[src/rtl/tt_um_nlp52_pair_triple_generator.sv]
// rtl/tt_um_nlp52_pair_triple_generator.sv - paced 4-bit symbol generator with pair/triple injection
//
// Emits one symbol every MAX_COUNT cycles while run is high. Random symbols never
// repeat the previous one; on request a run of exactly two or three identical
// symbols is injected, with pair_mark/triple_mark flagging the closing symbol.
//
// Ports:
//   clk, rst_n   clock, asynchronous active-low reset
//   ena          design selected; when low the pacing counter, LFSR, FSM and last symbol hold
//   ui_in[0]     run (level)
//   ui_in[1]     inj_pair (rising edge)
//   ui_in[2]     inj_triple (rising edge, wins over a simultaneous pair edge)
//   ui_in[7:4]   inj_val
//   uo_out       {triple_mark, pair_mark, busy, sym_valid, sym[3:0]}
//   uio_in       unused
//   uio_out      emitted-symbol count mod 256
//   uio_oe       constant 8'hFF
module tt_um_nlp52_pair_triple_generator #(
  parameter int unsigned MAX_COUNT = 10000,
  parameter logic [7:0]  SEED      = 8'hA5
) (
  input  logic [7:0] ui_in,
  output logic [7:0] uo_out,
  input  logic [7:0] uio_in,
  output logic [7:0] uio_out,
  output logic [7:0] uio_oe,
  input  logic       ena,
  input  logic       clk,
  input  logic       rst_n
);

  localparam int unsigned TCW = (MAX_COUNT > 2) ? $clog2(MAX_COUNT) : 1;
  localparam logic [TCW-1:0] TC_LAST = TCW'(MAX_COUNT - 1);

  typedef enum logic [1:0] {S_IDLE, S_ARMED, S_EMIT} state_t;

  state_t         state_q, state_d;
  logic [TCW-1:0] tc_q, tc_d;
  logic [7:0]     lfsr_q, lfsr_d;
  logic [3:0]     last_q, last_d;
  logic [3:0]     v_q, v_d;
  logic [1:0]     rem_q, rem_d;
  logic           triple_q, triple_d;
  logic [1:0]     req_s_q, req_s_d;
  logic [1:0]     req_p_q, req_p_d;
  logic [3:0]     sym_q, sym_d;
  logic           sym_valid_q, sym_valid_d;
  logic           busy_q, busy_d;
  logic           pair_mark_q, pair_mark_d;
  logic           triple_mark_q, triple_mark_d;
  logic [7:0]     cnt_q, cnt_d;

  logic       run;
  logic [3:0] inj_val;
  logic       tick;
  logic [1:0] rise;
  logic [7:0] lfsr_adv;
  logic [3:0] cand;
  logic       unused_ok;

  assign run       = ui_in[0];
  assign inj_val   = ui_in[7:4];
  assign unused_ok = &{1'b0, uio_in, ui_in[3]};

  always_comb begin
    tick     = ena && run && (tc_q == TC_LAST);
    rise     = req_s_q & ~req_p_q;
    // x^8+x^6+x^5+x^4+1, shifting left with feedback into bit 0
    lfsr_adv = {lfsr_q[6:0], lfsr_q[7] ^ lfsr_q[5] ^ lfsr_q[4] ^ lfsr_q[3]};
    cand     = lfsr_adv[3:0];

    state_d       = state_q;
    tc_d          = tc_q;
    lfsr_d        = lfsr_q;
    last_d        = last_q;
    v_d           = v_q;
    rem_d         = rem_q;
    triple_d      = triple_q;
    req_s_d       = req_s_q;
    req_p_d       = req_p_q;
    sym_d         = sym_q;
    sym_valid_d   = 1'b0;
    pair_mark_d   = 1'b0;
    triple_mark_d = 1'b0;
    cnt_d         = cnt_q;

    if (ena) begin
      req_s_d = ui_in[2:1];
      req_p_d = req_s_q;

      if (!run || tc_q == TC_LAST) tc_d = '0;
      else                         tc_d = tc_q + TCW'(1);

      if (tick) begin
        lfsr_d      = lfsr_adv;
        cnt_d       = cnt_q + 8'd1;
        sym_valid_d = 1'b1;
        if (state_q == S_IDLE) begin
          sym_d = (cand == last_q) ? cand + 4'd1 : cand;
        end else begin
          sym_d   = v_q;
          rem_d   = rem_q - 2'd1;
          state_d = S_EMIT;
          if (rem_q == 2'd1) begin
            state_d       = S_IDLE;
            pair_mark_d   = ~triple_q;
            triple_mark_d = triple_q;
          end
        end
        last_d = sym_d;
      end

      // A request accepted in the same cycle as a random emission is compared
      // against the symbol just emitted, so the injected run stays exact.
      if (state_q == S_IDLE && (|rise)) begin
        state_d  = S_ARMED;
        triple_d = rise[1];
        rem_d    = rise[1] ? 2'd3 : 2'd2;
        v_d      = (inj_val == last_d) ? inj_val + 4'd1 : inj_val;
      end
    end

    busy_d = (state_d != S_IDLE);
  end

  always_ff @(posedge clk or negedge rst_n) begin
    if (!rst_n) begin
      state_q       <= S_IDLE;
      tc_q          <= '0;
      lfsr_q        <= SEED;
      last_q        <= 4'd0;
      v_q           <= 4'd0;
      rem_q         <= 2'd0;
      triple_q      <= 1'b0;
      req_s_q       <= 2'd0;
      req_p_q       <= 2'd0;
      sym_q         <= 4'd0;
      sym_valid_q   <= 1'b0;
      busy_q        <= 1'b0;
      pair_mark_q   <= 1'b0;
      triple_mark_q <= 1'b0;
      cnt_q         <= 8'd0;
    end else begin
      state_q       <= state_d;
      tc_q          <= tc_d;
      lfsr_q        <= lfsr_d;
      last_q        <= last_d;
      v_q           <= v_d;
      rem_q         <= rem_d;
      triple_q      <= triple_d;
      req_s_q       <= req_s_d;
      req_p_q       <= req_p_d;
      sym_q         <= sym_d;
      sym_valid_q   <= sym_valid_d;
      busy_q        <= busy_d;
      pair_mark_q   <= pair_mark_d;
      triple_mark_q <= triple_mark_d;
      cnt_q         <= cnt_d;
    end
  end

  assign uo_out  = {triple_mark_q, pair_mark_q, busy_q, sym_valid_q, sym_q};
  assign uio_out = cnt_q;
  assign uio_oe  = 8'hFF;

endmodule

[config.mk]
export PLATFORM = sky130hd
export DESIGN_NAME = tt_um_nlp52_pair_triple_generator
export DESIGN_NICKNAME = d
export VERILOG_FILES = /design/src/rtl/tt_um_nlp52_pair_triple_generator.sv
export SDC_FILE = /design/constraint.sdc
export NUM_CORES = 1
export LEC_CHECK = 0
export CAP_MARGIN = 20
export CORE_ASPECT_RATIO = 1.5
export CORE_UTILIZATION = 43
export CTS_CLUSTER_SIZE = 24
export DETAILED_ROUTE_END_ITERATION = 6
export PLACE_DENSITY_LB_ADDON = 0.05
export SETUP_SLACK_MARGIN = 0.15
export SKIP_LAST_GASP = 1
export SLEW_MARGIN = 30
export SYNTH_ARGS = -nofsm -noshare
export SYNTH_HDL_FRONTEND = slang
export SYNTH_SLANG_ARGS = --single-unit
[constraint.sdc]
create_clock -name clk -period 3.8 [get_ports clk]
set_clock_uncertainty 0.2 [all_clocks]
set_input_delay 0.38 -clock clk [delete_from_list [all_inputs] [get_ports clk]]
set_output_delay 0.38 -clock clk [all_outputs]
set_load 0.1 [all_outputs]
### Yosys cells after proc, flatten, opt, wreduce, memory -nomap -nowiden

Index checks and enable logic that the tools add are counted.

* register bits: 55
* logic and storage cells: 68
* bits of input ports: 19
* output and inout bits: 24

* mux-type cells: 25
* reduce and logical (&&, ||, !) cells: 12
* bitwise operators: 6
* add/subtract/negate cells: 5
* equality and inequality tests: 5

Operators with widths (count)
* 2-to-1 mux 4 bit: 5
* 2-to-1 mux 2 bit: 8
* adder 14 x 1 -> 14 bit, second input constant: 1
* equality test 14 bit, second input constant: 1
* 2-to-1 mux 14 bit: 1
* 2-to-1 mux 1 bit: 11
* adder 4 x 1 -> 4 bit, second input constant: 2
* adder 8 x 1 -> 8 bit, second input constant: 1
* equality test 4 bit: 2
* AND reduction 2 bit: 2
* nonzero test 2 bit: 2
* logical AND 1 bit: 3
* AND reduction 3 bit: 1
* XOR 1 bit: 3
* bitwise AND 2 bit: 1
* equality test 2 x 1 -> 1 bit, second input constant: 1
* zero test 2 bit: 1
* != test 2 x 1 -> 1 bit, second input constant: 1
* inverter 2 bit: 1
* OR reduction 2 bit: 1
* subtractor 2 x 1 -> 2 bit, second input constant: 1
* zero test 1 bit: 1
* logical OR 1 bit: 1
* inverter 1 bit: 1

### Longest topological paths before layout

Gate-level depths: netlist of run 1.

* word-level depth: 10
* gate-level depth with buffers: 10
* mapped depth without buffers: 10

### Worst setup path before layout of run 1

No wires, ideal clock.

* path kind: reg2reg
* from: reg tc_q[0]
* to: reg v_q[3]
* cell stages (with the launch flop): 10
* clock period less this slack: 2628 ps
* data required time: 3518 ps
* buffers on the path: 0
* setup slack: 1172 ps
* arrival: 2346 ps
* library setup time: 82 ps
* path through: dfrtp_1 ha_1 and4b_1 nand4_4 nor2_8 o311ai_2 and2_1 or3_1 or4_1 a31oi_1

* cells in the longest elaborated chain, start to end: 6

RTL lines
* from (decl): RTL line 38 `logic [TCW-1:0] tc_q, tc_d;`
* from (signal assigned): RTL line 145 `tc_q <= tc_d;`
* equality test 14 bit: RTL line 66 `tick = ena && run && (tc_q == TC_LAST);`
* logical AND 1 bit: RTL line 66
* 2-to-1 mux 4 bit: RTL line 94 `if (tick) begin`
* 2-to-1 mux 4 bit: RTL line 87 `if (ena) begin`
* equality test 4 bit: RTL line 119 `v_d = (inj_val == last_d) ? inj_val + 4'd1 : inj_val;`
* 2-to-1 mux 4 bit: RTL line 119
* to (signal assigned): RTL line 148 `v_q <= v_d;`
* to (decl): RTL line 41 `logic [3:0] v_q, v_d;`

No other way between the ends. The select of a mux whose other input is x is not followed.
A chain may end at the register's enable or synchronous reset.

### Worst setup path in the final report of run 1

* from: reg tc_q[0]
* to: reg v_q[2]

Same word-level chain as after synthesis.

==> results of run 1 <==
cells by family after synthesis:
| kind of cell | count (synthesis) | synth area share [%] |
|---|---|---|
| multiplexers | 5 | 1.891 |
| other | 1 | 0.1288 |
| adder cells (fa/ha/maj) | 4 | 1.719 |
| AND/OR/NAND/NOR | 125 | 23.51 |
| XOR/XNOR | 24 | 7.993 |
| flip-flops | 55 | 47.44 |
| AO/OA/AOI/OAI | 47 | 11.35 |
| buffers and inverters | 31 | 5.973 |
metal layers:
| metal | global-route usage, % | vias up | share of wire (%) |
|---|---|---|---|
| li1 | - | 1040 | - |
| met2 | 34.13 | 31 | 55 |
| met5 | 0 | - | 0 |
| met4 | 5.495 | 0 | 0.98 |
| met1 | 19.08 | 1011 | 42 |
| met3 | 2.639 | 4 | 1.9 |
final cells by class:
cell class	instances	area, um2
repair buffers	31	292.8
fillers	622	3224
inverters	12	45.04
multi-input cells	213	1386
clock inverters	1	30.03
flip-flops and latches	55	1381
clock buffers	7	76.32
well taps	76	95.09
Yosys cell counts (4+ instances only):
| master | instances |
|---|---|
| dfstp_2 | 4 |
| nand2b_1 | 4 |
| clkbuf_1 | 4 |
| mux2_2 | 4 |
| and2_1 | 5 |
| inv_1 | 11 |
| a21oi_1 | 9 |
| nand2_1 | 42 |
| nor2_1 | 22 |
| xnor2_1 | 13 |
| xor2_1 | 8 |
| buf_4 | 12 |
| nand3_1 | 16 |
| dfrtp_1 | 51 |
| a31oi_1 | 8 |
| o21ai_0 | 15 |
| nand4_1 | 7 |
| ha_1 | 4 |
worst max-delay path: stages, from the launching register on:
cell and delay (ns):
dfrtp_1 0.40, ha_1 0.23, and4b_1 0.30, nand4_2 0.27, buf_4 0.27, a2111oi_2 0.20, a31oi_1 0.12, and3_4 0.23
nor4_4 0.39, nand4_1 0.15, a31oi_1 0.19
flip-flops by register name, summed over array words and instances, names as in the netlist, 2 cells and up:
signal,count
last_q,4
lfsr_q,8
rem_q,2
req_p_q,2
req_s_q,2
state_q,2
sym_q,4
tc_q,14
uio_out,8
v_q,4
power breakdown:
group / leakage [nW] / switching [mW] / internal [mW]
Combinational: 0.734 / 0.159 / 0.0772
Sequential: 0.701 / 0.0385 / 0.637
Clock: 0.0524 / 0.187 / 0.198
worst max-delay path by stage:
stage | start | endpoint | slack, ns
after floorplan | tc_q[0]$_DFFE_PN0P_ | v_q[3]$_DFFE_PN0P_ | 1.17
after global placement | ui_in[0] | v_q[2]$_DFFE_PN0P_ | 0.57
after detailed placement | ui_in[0] | v_q[2]$_DFFE_PN0P_ | 0.58
after CTS | tc_q[0]$_DFFE_PN0P_ | v_q[2]$_DFFE_PN0P_ | 0.77
after global routing | tc_q[0]$_DFFE_PN0P_ | v_q[2]$_DFFE_PN0P_ | 0.56
final | tc_q[0]$_DFFE_PN0P_ | v_q[2]$_DFFE_PN0P_ | 0.78
through the flow:
step / util [%] / setup slack, ns
final: 50.63 / 0.7796
after global routing: 50.63 / 0.5612
after CTS: 50.57 / 0.7687
after detailed placement: 48.79 / 0.5829
after global placement: 48.79 / 0.5698
after floorplan: - / 1.172
==> impl_results.md, run 1 <==
- Later-pin clock latency in the skew report: 0.31 ns
- Root buf cell: clkbuf_8
- Tcrit/Tclk final: 79.48%
- Post-synthesis sequential area ratio: 47.44%
- Post-route cell area: 3307 um2
- Initial Util: 44.58%
- Clk sink count: 55
- Yosys reg bits: 55
- Pwr per Cell Area: 392.2 nW/um2
- DRC violations left: 0
- Vias: 2086
- Number of unique standard cell types used by synthesis: 57
- Post-CTS setup buffer count: 0
- Mapped Cells: 292
- Unrepaired setup endpoints after global routing: false
- Hold_ws: 0.2347 ns
- Max VDD drop: 0.2323 mV
- Grt total ovfl: 0
- Critical Path RT: 3.83 ns
- Initial antenna violation count: 0
- Register-to-Register Path Depth: 10
- Hpwl dp: 4.204 mm
- Commonest non-fill, non-tap cells in the layout: 51 x dfrtp_1, 42 x nand2_1, 24 x clkdlybuf4s50_1
- Nature of the critical path startpoint: register
- Placed Instances: 386
- Io pins: 43
- Post-CTS Hold Fix Bufs: 1
- Area contributors post-synth: dfrtp_1 44%, nand2_1 5.4%, xnor2_1 3.9%, dfstp_2 3.6%, buf_4 3.1%
- TritonCTS Buffers: 5
- Pin count of the biggest net entering global routing: 38
- Post-synthesis async set-or-reset flop share: 100.0%
- Post-synth EDFFs: 0
- Core Area: 6531 um2
- Max Fclk: 0.3311 GHz
- Routed WL: 5.640 mm
- Fin. Hold Viols: 0
- Top_reg_cell synth: dfrtp_1
- Overall Global Routing Usage: 17.38%
- Number of global-route vias before repair: 2074
- Cell area after placement: 3187 um2
- Worst-margin pin slew: 0.9656 ns
- Netlist Area Pre-Place: 2912 um2
- Crit path DAT: 3.05 ns
- Worst r2r dst: v_q[2]$_DFFE_PN0P_
- CP endpoint kind: register
- Die area: 7111 um2
- Inserted Diodes: 0
- Vias/cell: 5.281
- PnR Total Power: 1.297 mW
- Leak: 1.488 nW
- Min-delay worst type: register to register
- Worst Hold End: pair_mark_q$_DFF_PN0_
- Final-report setup violation count: 0
- Max Cap Viol: 0
- TritonRoute pass-1 iters: 4
- CTS H-Tree Depth: 2
- Total negative slack: 0 ns
- Most common cell after layout, fill and taps aside: dfrtp_1
- Die W: 69.19 um
- Worst-path clk slew: 0.10 ns
- NumNets Final: 341
- Proportion of netlist area held by the largest area contributor: 43.83%
- Critical path type: register to register
- Hold Path Origin: triple_q$_DFFE_PN0P_
- Fin crit period: 3.020 ns
- Post-CTS Resized: 0
- CTS tree: built
- First-pass GRT wire length: 9.763 mm
- Final Max Tran Viols: 0
- DR iter-0 viols: 58
- IO buf count: 25
- Num rows: 36
- CP max FO: 7
- Synth area leader: dfrtp_1
- R2R Setup Slk: 0.78 ns
- Rel. slew slack: 35.42%
- Finished Layout Cells: 395
- Final Wtd Congestion: 0.7910
- Share of layout cells above drive strength 1: 13.79%
- Warning count from the yosys run: 0
- CTS Buffer Depth: 2
- Worst Hold Depth: 1
- Average size of a mapped cell: 9.971 um2
- Reg2Reg Launch Point: tc_q[0]$_DFFE_PN0P_
- P&R area growth vs syn: 13.58%
- Antenna Violating Nets Remaining: 0
- Status: finished clean
- Die Ht: 102.8 um
- Routed len/inst: 14.28 um
(Power assumes the default switching activity.)
==> inputs of run 2 (changes only) <==
- clock period: 3.8 -> 3.1 ns (I/O delays scaled with it)
==> run 2 against run 1 <==
  * Largest power group unchanged
  * Critical path type unchanged
  * Global-route usage is 0.23 points higher
  * Utilization increased by 0.77 points
  * Sequential power up 23%
  * Setup slack got worse by 0.51 ns
==> impl_results.md, run 2 (synthesis gave the netlist of run 1 again) <==
- Hpwl dp: 4.212 mm
- Max Fclk: 0.3528 GHz
- Vias: 2105
- Max VDD drop: 0.1989 mV
- Register-to-Register Path Depth: 8
- Nature of the critical path startpoint: register
- Final core utilization: 51.40%
- Core Area: 6531 um2
- Inserted Diodes: 0
- Met3 routed WL: 129 um
- Later-pin clock latency in the skew report: 0.31 ns
- Routed len/inst: 14.23 um
- CP max stage cell: dfstp_2
- Vias/cell: 5.249
- Initial Util: 44.58%
- Status: finished clean
- Die area: 7111 um2
- Gate power share: 19.4%
- Place WS: 0.1515 ns
- Reg2Reg Launch Point: lfsr_q[5]$_DFFE_PN1P_
- P_int: 1.088 mW
- Leak: 1.544 nW
- CTS Buffer Depth: 2
- TritonCTS Buffers: 5
- Fin crit period: 2.834 ns
- Sequential power share: 52.9%
- Largest register FFs: 14
- Max Cap Viol: 0
- Initial antenna violation count: 0
- Largest stage delay, worst path: 0.58 ns
- Critical-path cell list: xnor2_2 > xor2_2 > o31a_2 > o311ai_4 > and2_1 > or3_1 > or4_1 > a31oi_1
- Num rows: 36
- NumNets Final: 347
- CTS H-Tree Depth: 2
- R2R Setup Slk: 0.27 ns
- Worst Hold End: pair_mark_q$_DFF_PN0_
- Largest reg by FF count: tc_q
- CP endpoint kind: register
- Critical path type: register to register
- Worst-path clk slew: 0.10 ns
- Final Wtd Congestion: 0.7613
- Final Max Tran Viols: 0
- CP max FO: 4
- IO buf count: 25
- Crit path DAT: 2.87 ns
- Worst setup margin: 0.2657 ns
- TritonRoute pass-1 iters: 6
- Min-delay worst type: register to register
- Unrepaired setup endpoints after global routing: false
- Routed WL: 5.706 mm
- Critical Path RT: 3.14 ns
- Most common cell after layout, fill and taps aside: dfrtp_1
- Hold Path Origin: triple_q$_DFFE_PN0P_
- Metal1 wirelength: 2.413 mm
- DR iter-0 viols: 115
- Die Ht: 102.8 um
- Highest metal used: met4
- Antenna Violating Nets Remaining: 0
- Grt total ovfl: 0
- Total negative slack: 0 ns
- Commonest non-fill, non-tap cells in the layout: 51 x dfrtp_1, 42 x nand2_1, 28 x buf_4
- Clk sink count: 55
- P&R area growth vs syn: 15.30%
- Sw Share: 30.54%
- Root buf cell: clkbuf_8
- First-pass GRT wire length: 9.867 mm
- Net Switching: 0.4785 mW
- Pwr per Cell Area: 466.6 nW/um2
- CTS tree: built
- WL met2: 3.006 mm
- Clk network pwr share: 27.6%
- Fin. Hold Viols: 0
- Worst-margin pin slew: 0.5661 ns
- Worst Hold Depth: 1
- Die W: 69.19 um
- Rel. slew slack: 62.26%
- Tcrit/Tclk final: 91.43%
- DRC violations left: 0
- Number of global-route vias before repair: 2101
- Pin count of the biggest net entering global routing: 45
- Share of layout cells above drive strength 1: 21.54%
- Io pins: 43
- Final-report setup violation count: 0
- Overall Global Routing Usage: 17.60%
- Worst r2r dst: v_q[3]$_DFFE_PN0P_
==> run 2: cell count changes in the layout (fill, tap and decap cells not counted), sizes merged <==
cell | previous run | this run
clkdlybuf4s50 | 24 | 8
clkbuf | 7 | 8
bufinv | 1 | 0
buf | 6 | 28
==> run 2: area by class of cell <==
cell class,instances,area [um2]
clock buffers,8,100.1
inverters,12,47.55
well taps,76,95.09
repair buffers,37,300.3
multi-input cells,213,1433
fillers,625,3174
flip-flops and latches,55,1381
==> run 2: per-layer routing <==
layer	track usage [%]	up-vias
li1	-	1047
met1	19.51	1012
met2	33.31	32
met3	2.542	14
met4	8.006	0
met5	0	-
==> run 2: power by group through the flow <==
stage,clock (mW),combinational (mW),sequential (mW)
2_1_floorplan,0,0.248,0.826
3_3_place_gp,0,0.299,0.843
3_5_place_dp,0,0.301,0.845
4_1_cts,0.455,0.304,0.830
5_1_grt,0.477,0.340,0.841
6_report,0.433,0.304,0.829
==> run 2: worst max path at each step <==
stage	start	end	slack [ns]	cells after the start
2_1_floorplan	tc_q[0]$_DFFE_PN0P_	v_q[3]$_DFFE_PN0P_	0.47	9
3_3_place_gp	ui_in[0]	v_q[2]$_DFFE_PN0P_	0.18	11
3_5_place_dp	lfsr_q[0]$_DFFE_PN1P_	v_q[3]$_DFFE_PN0P_	0.15	8
4_1_cts	lfsr_q[2]$_DFFE_PN1P_	v_q[3]$_DFFE_PN0P_	0.20	8
5_1_grt	lfsr_q[5]$_DFFE_PN1P_	v_q[3]$_DFFE_PN0P_	0.15	8
6_report	lfsr_q[5]$_DFFE_PN1P_	v_q[3]$_DFFE_PN0P_	0.27	8
==> run 2: critical path, delay by kind of cell (launching register included) <==
kind / cells / cell delay, ns
and+or+nand+nor: 3 / 0.98
AOI/OAI and AO/OA: 3 / 0.49
DFF: 1 / 0.58
xor gates and xnor gates: 2 / 0.52
==> run 2: per-stage QoR <==
stage	cells	cell area, um2	total power [mW]	hold slack [ns]
floorplan	299	2938	1.074	-0.1856
global placement	391	3184	1.142	0.2249
detailed placement	391	3187	1.146	0.1511
CTS	400	3303	1.589	0.2425
global route	401	3357	1.658	0.2844
finish	401	3357	1.566	0.2432
==> run 2: timing repair <==
action                                  in CTS  in global routing
endpoints found under the setup margin       1                  4
endpoints found under the hold margin       39                  0
pin swaps                                    0                  4
setup buffers                                0                  1
cloned                                       0                  0
gates resized for setup                      1                  7
hold buffers                                 1                  0
==> inputs of run 3 (changes only) <==
- clock period: 3.1 -> 3.09 ns (I/O delays scaled with it)
==> run 3 against run 2 <==
  * Design area up 0.52%
  * Final cell count unchanged
  * Hold slack about the same
  * Power grew 7.7%
  * First-iteration DRC count down 18%
  * Critical endpoint unchanged
==> impl_results.md, run 3 (synthesis gave the netlist of run 1 again) <==
- Placed Instances: 391
- Worst-path clk slew: 0.10 ns
- Finished Layout Cells: 401
- Inserted Diodes: 0
- Number of global-route vias before repair: 2008
- Core Area: 6531 um2
- CTS Buffer Depth: 2
- CP endpoint kind: register
- Num rows: 36
- Die Ht: 102.8 um
- TritonCTS Buffers: 5
- DRC violations left: 0
- Clk sink count: 55
- Pin count of the biggest net entering global routing: 45
- Min-delay worst type: register to register
- Routed WL: 5.767 mm
- CP max stage cell: dfstp_2
- Final Max Tran Viols: 0
- CP max FO: 4
- DR iter-0 viols: 94
- Final core utilization: 51.67%
- Root buf cell: clkbuf_8
- Largest register FFs: 14
- Fin crit period: 2.835 ns
- Critical Path RT: 3.12 ns
- Vias: 2104
- # fillers: 599
- Leak: 1.547 nW
- Commonest non-fill, non-tap cells in the layout: 51 x dfrtp_1, 42 x nand2_1, 28 x buf_4
- Pwr per Cell Area: 500.1 nW/um2
- Final-report setup violation count: 0
- Initial antenna violation count: 0
- Max Fclk: 0.3528 GHz
- Critical-path cell list: xnor2_2 > xor2_2 > nor4_2 > o311ai_2 > and2_1 > or3_1 > or4_1 > a31oi_1
- Nature of the critical path startpoint: register
- P&R area growth vs syn: 15.90%
- Rel. slew slack: 63.13%
- CTS H-Tree Depth: 2
- Initial Util: 44.58%
- Die area: 7111 um2
- CTS tree: built
- NumNets Final: 347
- Status: finished clean
- Unrepaired setup endpoints after global routing: true
- Later-pin clock latency in the skew report: 0.31 ns
- IO buf count: 25
- Largest reg by FF count: tc_q
- Cell area after placement: 3187 um2
- Die W: 69.19 um
- Io pins: 43
- Total negative slack: 0 ns
- PnR Total Power: 1.688 mW
- Post-route cell area: 3374 um2
- Share of layout cells above drive strength 1: 21.85%
- Vias/cell: 5.247
- Tcrit/Tclk final: 91.74%
- Largest stage delay, worst path: 0.58 ns
- Routed len/inst: 14.38 um
- Critical path type: register to register
- Antenna Violating Nets Remaining: 0
- Overall Global Routing Usage: 16.73%
- Final Wtd Congestion: 0.7613
- Grt total ovfl: 0
- Worst-margin pin slew: 0.5530 ns
- Crit path DAT: 2.87 ns
- Fin. Hold Viols: 0
- Buf/Inv on CP: 0
- First-pass GRT wire length: 9.363 mm
- R2R Setup Slk: 0.26 ns
- Most common cell after layout, fill and taps aside: dfrtp_1
- Max Cap Viol: 0
- Hpwl dp: 4.285 mm
- TritonRoute pass-1 iters: 4
- Top delay family on crit path: simple AND/OR/NAND/NOR gates
- Max VDD drop: 0.2493 mV
==> run 3: cell types whose count changed in the layout (fill, tap and decap cells not counted), sizes merged <==
cell,delta
clkinvlp,+1
clkbuf,-3
bufinv,+2
==> run 3: report_power, final <==
group / internal, mW / leakage, nW / total [mW] / switching, mW
registers: 0.783 / 0.701 / 0.831 / 0.0483
clock network: 0.323 / 0.0644 / 0.556 / 0.233
logic: 0.103 / 0.781 / 0.301 / 0.198
total: 1.21 / 1.55 / 1.69 / 0.478
==> run 3: worst paths after layout <==
kind,startpoint,to,depth (start not counted)
hold reg to reg,triple_q$_DFFE_PN0P_,pair_mark_q$_DFF_PN0_,1
hold / removal,triple_q$_DFFE_PN0P_,pair_mark_q$_DFF_PN0_,1
setup reg to reg,lfsr_q[5]$_DFFE_PN1P_,v_q[3]$_DFFE_PN0P_,8
min in group asynchronous,rst_n,sym_valid_q$_DFF_PN0_,2
setup / recovery,lfsr_q[5]$_DFFE_PN1P_,v_q[3]$_DFFE_PN0P_,8
max in group asynchronous,rst_n,tc_q[5]$_DFFE_PN0P_,3
==> run 3: layout make-up <==
class                           instances  area [um2]  area share, %
Multi-Input combinational cell        213        1414          41.90
Sequential cell                        55        1381          40.93
Timing Repair Buffer                   37       300.3          8.899
Tap cell                               76       95.09          2.818
Clock buffer                            5       68.82          2.039
Clock inverter                          3       67.56          2.002
Inverter                               12       47.55          1.409
==> run 3: per-layer routing <==
metal  global-route usage, %  part of all wire [%]  wire [um]  vias up
li1                        -                     -          -     1049
met1                   18.90                    42       2444     1022
met2                   31.59                    54       3098       26
met3                   3.128                   2.1        119        7
met4                   5.651                   1.8        105        0
met5                       0                     0          0        -
==> run 3: timing repair <==
item | 4_1_cts | 5_1_grt
hold buffers | 1 | 0
buffers inserted | 0 | 1
gates resized for setup | 0 | 7
hold endpoints to repair | 39 | 0
setup endpoints to repair | 0 | 4
==> run 3: per-stage QoR <==
step | worst slack [ns] | hold WS, ns
floorplan | 0.4624 | -0.1866
global placement | 0.06568 | 0.2252
detailed placement | 0.07118 | 0.1454
CTS | 0.1625 | 0.2429
global route | 0.1303 | 0.2651
finish | 0.2552 | 0.2432
==> patch, RTL diff (config.mk and constraints of run 2) <==
Change the parameter `MAX_COUNT` from 10000 to 40000.
--- a/src/rtl/tt_um_nlp52_pair_triple_generator.sv
+++ b/src/rtl/tt_um_nlp52_pair_triple_generator.sv
@@ -16,7 +16,7 @@
 //   uio_out      emitted-symbol count mod 256
 //   uio_oe       constant 8'hFF
 module tt_um_nlp52_pair_triple_generator #(
-  parameter int unsigned MAX_COUNT = 10000,
+  parameter int unsigned MAX_COUNT = 40000,
   parameter logic [7:0]  SEED      = 8'hA5
 ) (
   input  logic [7:0] ui_in,
Behaviour: no difference found for any inputs over 10 cycles, from zero or initial values and one cycle with rst_n low; that may be too few to reach the edited logic, so the function may still have changed.
==> patch against run 2 <==
- largest cell class unchanged
- area after synthesis is 2.9% higher
- routed wire length is 14% higher
- final cell count is 12% higher
- critical path type unchanged
- total power is 24% higher
- worst setup slack better by 0.0051 ns
- sequential cell count is 2 higher
- core utilization is 3.6 points higher
- final area is 8.6% higher
- via count is 15% higher
==> patch: results (changes against run 2) <==
clocking:
  cts_resized: 2  # was 1
  cts_htree_levels: 3  # was 2
  post_cts_buffers: 2  # was 0
  path_clk_slew_ns: 0.07  # was 0.10 ns
  clk_latency_ns: 0.35  # was 0.31 ns
route:
  routedWlPerCell_um: 14.5  # was 14.2 µm
  initialDrtViolationCount: 107  # was 115
  met3WireLength_um: 248  # was 129 µm
  wl_met2_um: 3420  # was 3010 µm
critical_path:
  arrival_ns: 2.88  # was 2.87 ns
  rr_startpoint: "tc_q[1]"  # was lfsr_q[5]
  cp_slowest_cell: "or4_4"  # was dfstp_2
  r2r_cells: 9  # was 8
placed_design:
  placed_area_um2: 3390  # was 3190 µm²
  placed_cells: 429  # was 391
  dp_hpwl_um: 4810  # was 4210 µm
  routabilityCongestion: 0.833  # was 0.761
  dp_slack_ns: 0.0659  # was 0.151 ns
logic_synthesis:
  synthAdderAreaFrac_pct: 1.67  # was 1.72%
  synthMuxAreaShare_pct: 2.55  # was 1.89%
  synth_compound_area_share_pct: 12.2  # was 11.3%
  syn_inst: 318  # was 292
  synth_area_leaders: "dfrtp_1, nand2_1, xor2_1"  # was dfrtp_1, nand2_1, xnor2_1
  synth_cell_types: 52  # was 57
global_routing:
  met2_usage_pct: 34.7  # was 33.3%
  gr-usage-all-layers_pct: 19.9  # was 17.6%
  grt_pass1_wl_um: 11300  # was 9870 µm
  grt_pass1_vias: 2441  # was 2101
  grt.met1_usage_pct: 21.7  # was 19.5%
layout:
  largest_register_ffs: 16  # was 14
  instances_no_fill: 449  # was 401
  fin_nets: 391  # was 347
  drive_gt1_share_pct: 21.7  # was 21.5%
  final_core_util_pct: 55.0  # was 51.4%
sta:
  fmax_ghz: 0.353  # about the same
power_and_ir_drop:
  comb_power_share_pct: 18.9  # was 19.4%
  power_density_nw_per_um2: 532  # was 467 nW/µm²
  p_clk_share_pct: 37.0  # was 27.6%
  ir_drop_v: 0.000324  # was 0.000199 V
status:
  status: "complete, no violations"  # unchanged
## patch: cell types whose count changed after synthesis, moves of 4 or more
cell	run 2	this run
nand2_1	42	63
a31oi_1	8	3
nor2_1	22	18
clkbuf_1	4	9
a211oi_1	0	4
nor4_1	2	6
nand3_1	16	10
xor2_1	8	15
## patch: worst reg2reg max path, stage by stage (launching register included)
cell,delay (ns)
dfrtp_1,0.36
ha_2,0.20
nand3_2,0.08
or3_1,0.37
or4_4,0.48
nor4_4,0.28
a21o_2,0.15
nand2_1,0.07
or3_1,0.31
o311ai_1,0.23
## patch: layout make-up
type	instances	area share (%)
Clock buffer	14	4.74
Clock inverter	2	0.961
Inverter	10	1.03
Multi-Input combinational cell	235	39.6
Sequential cell	57	39.3
Tap cell	76	2.61
Timing Repair Buffer	55	11.8
## patch: kinds of logic after synthesis
kind of cell,count (synthesis)
AND/OR/NAND/NOR,136
flip-flops,57
AO/OA/AOI/OAI,54
buffers and inverters,33
XOR/XNOR,26
multiplexers,7
adder cells (fa/ha/maj),4
other,1
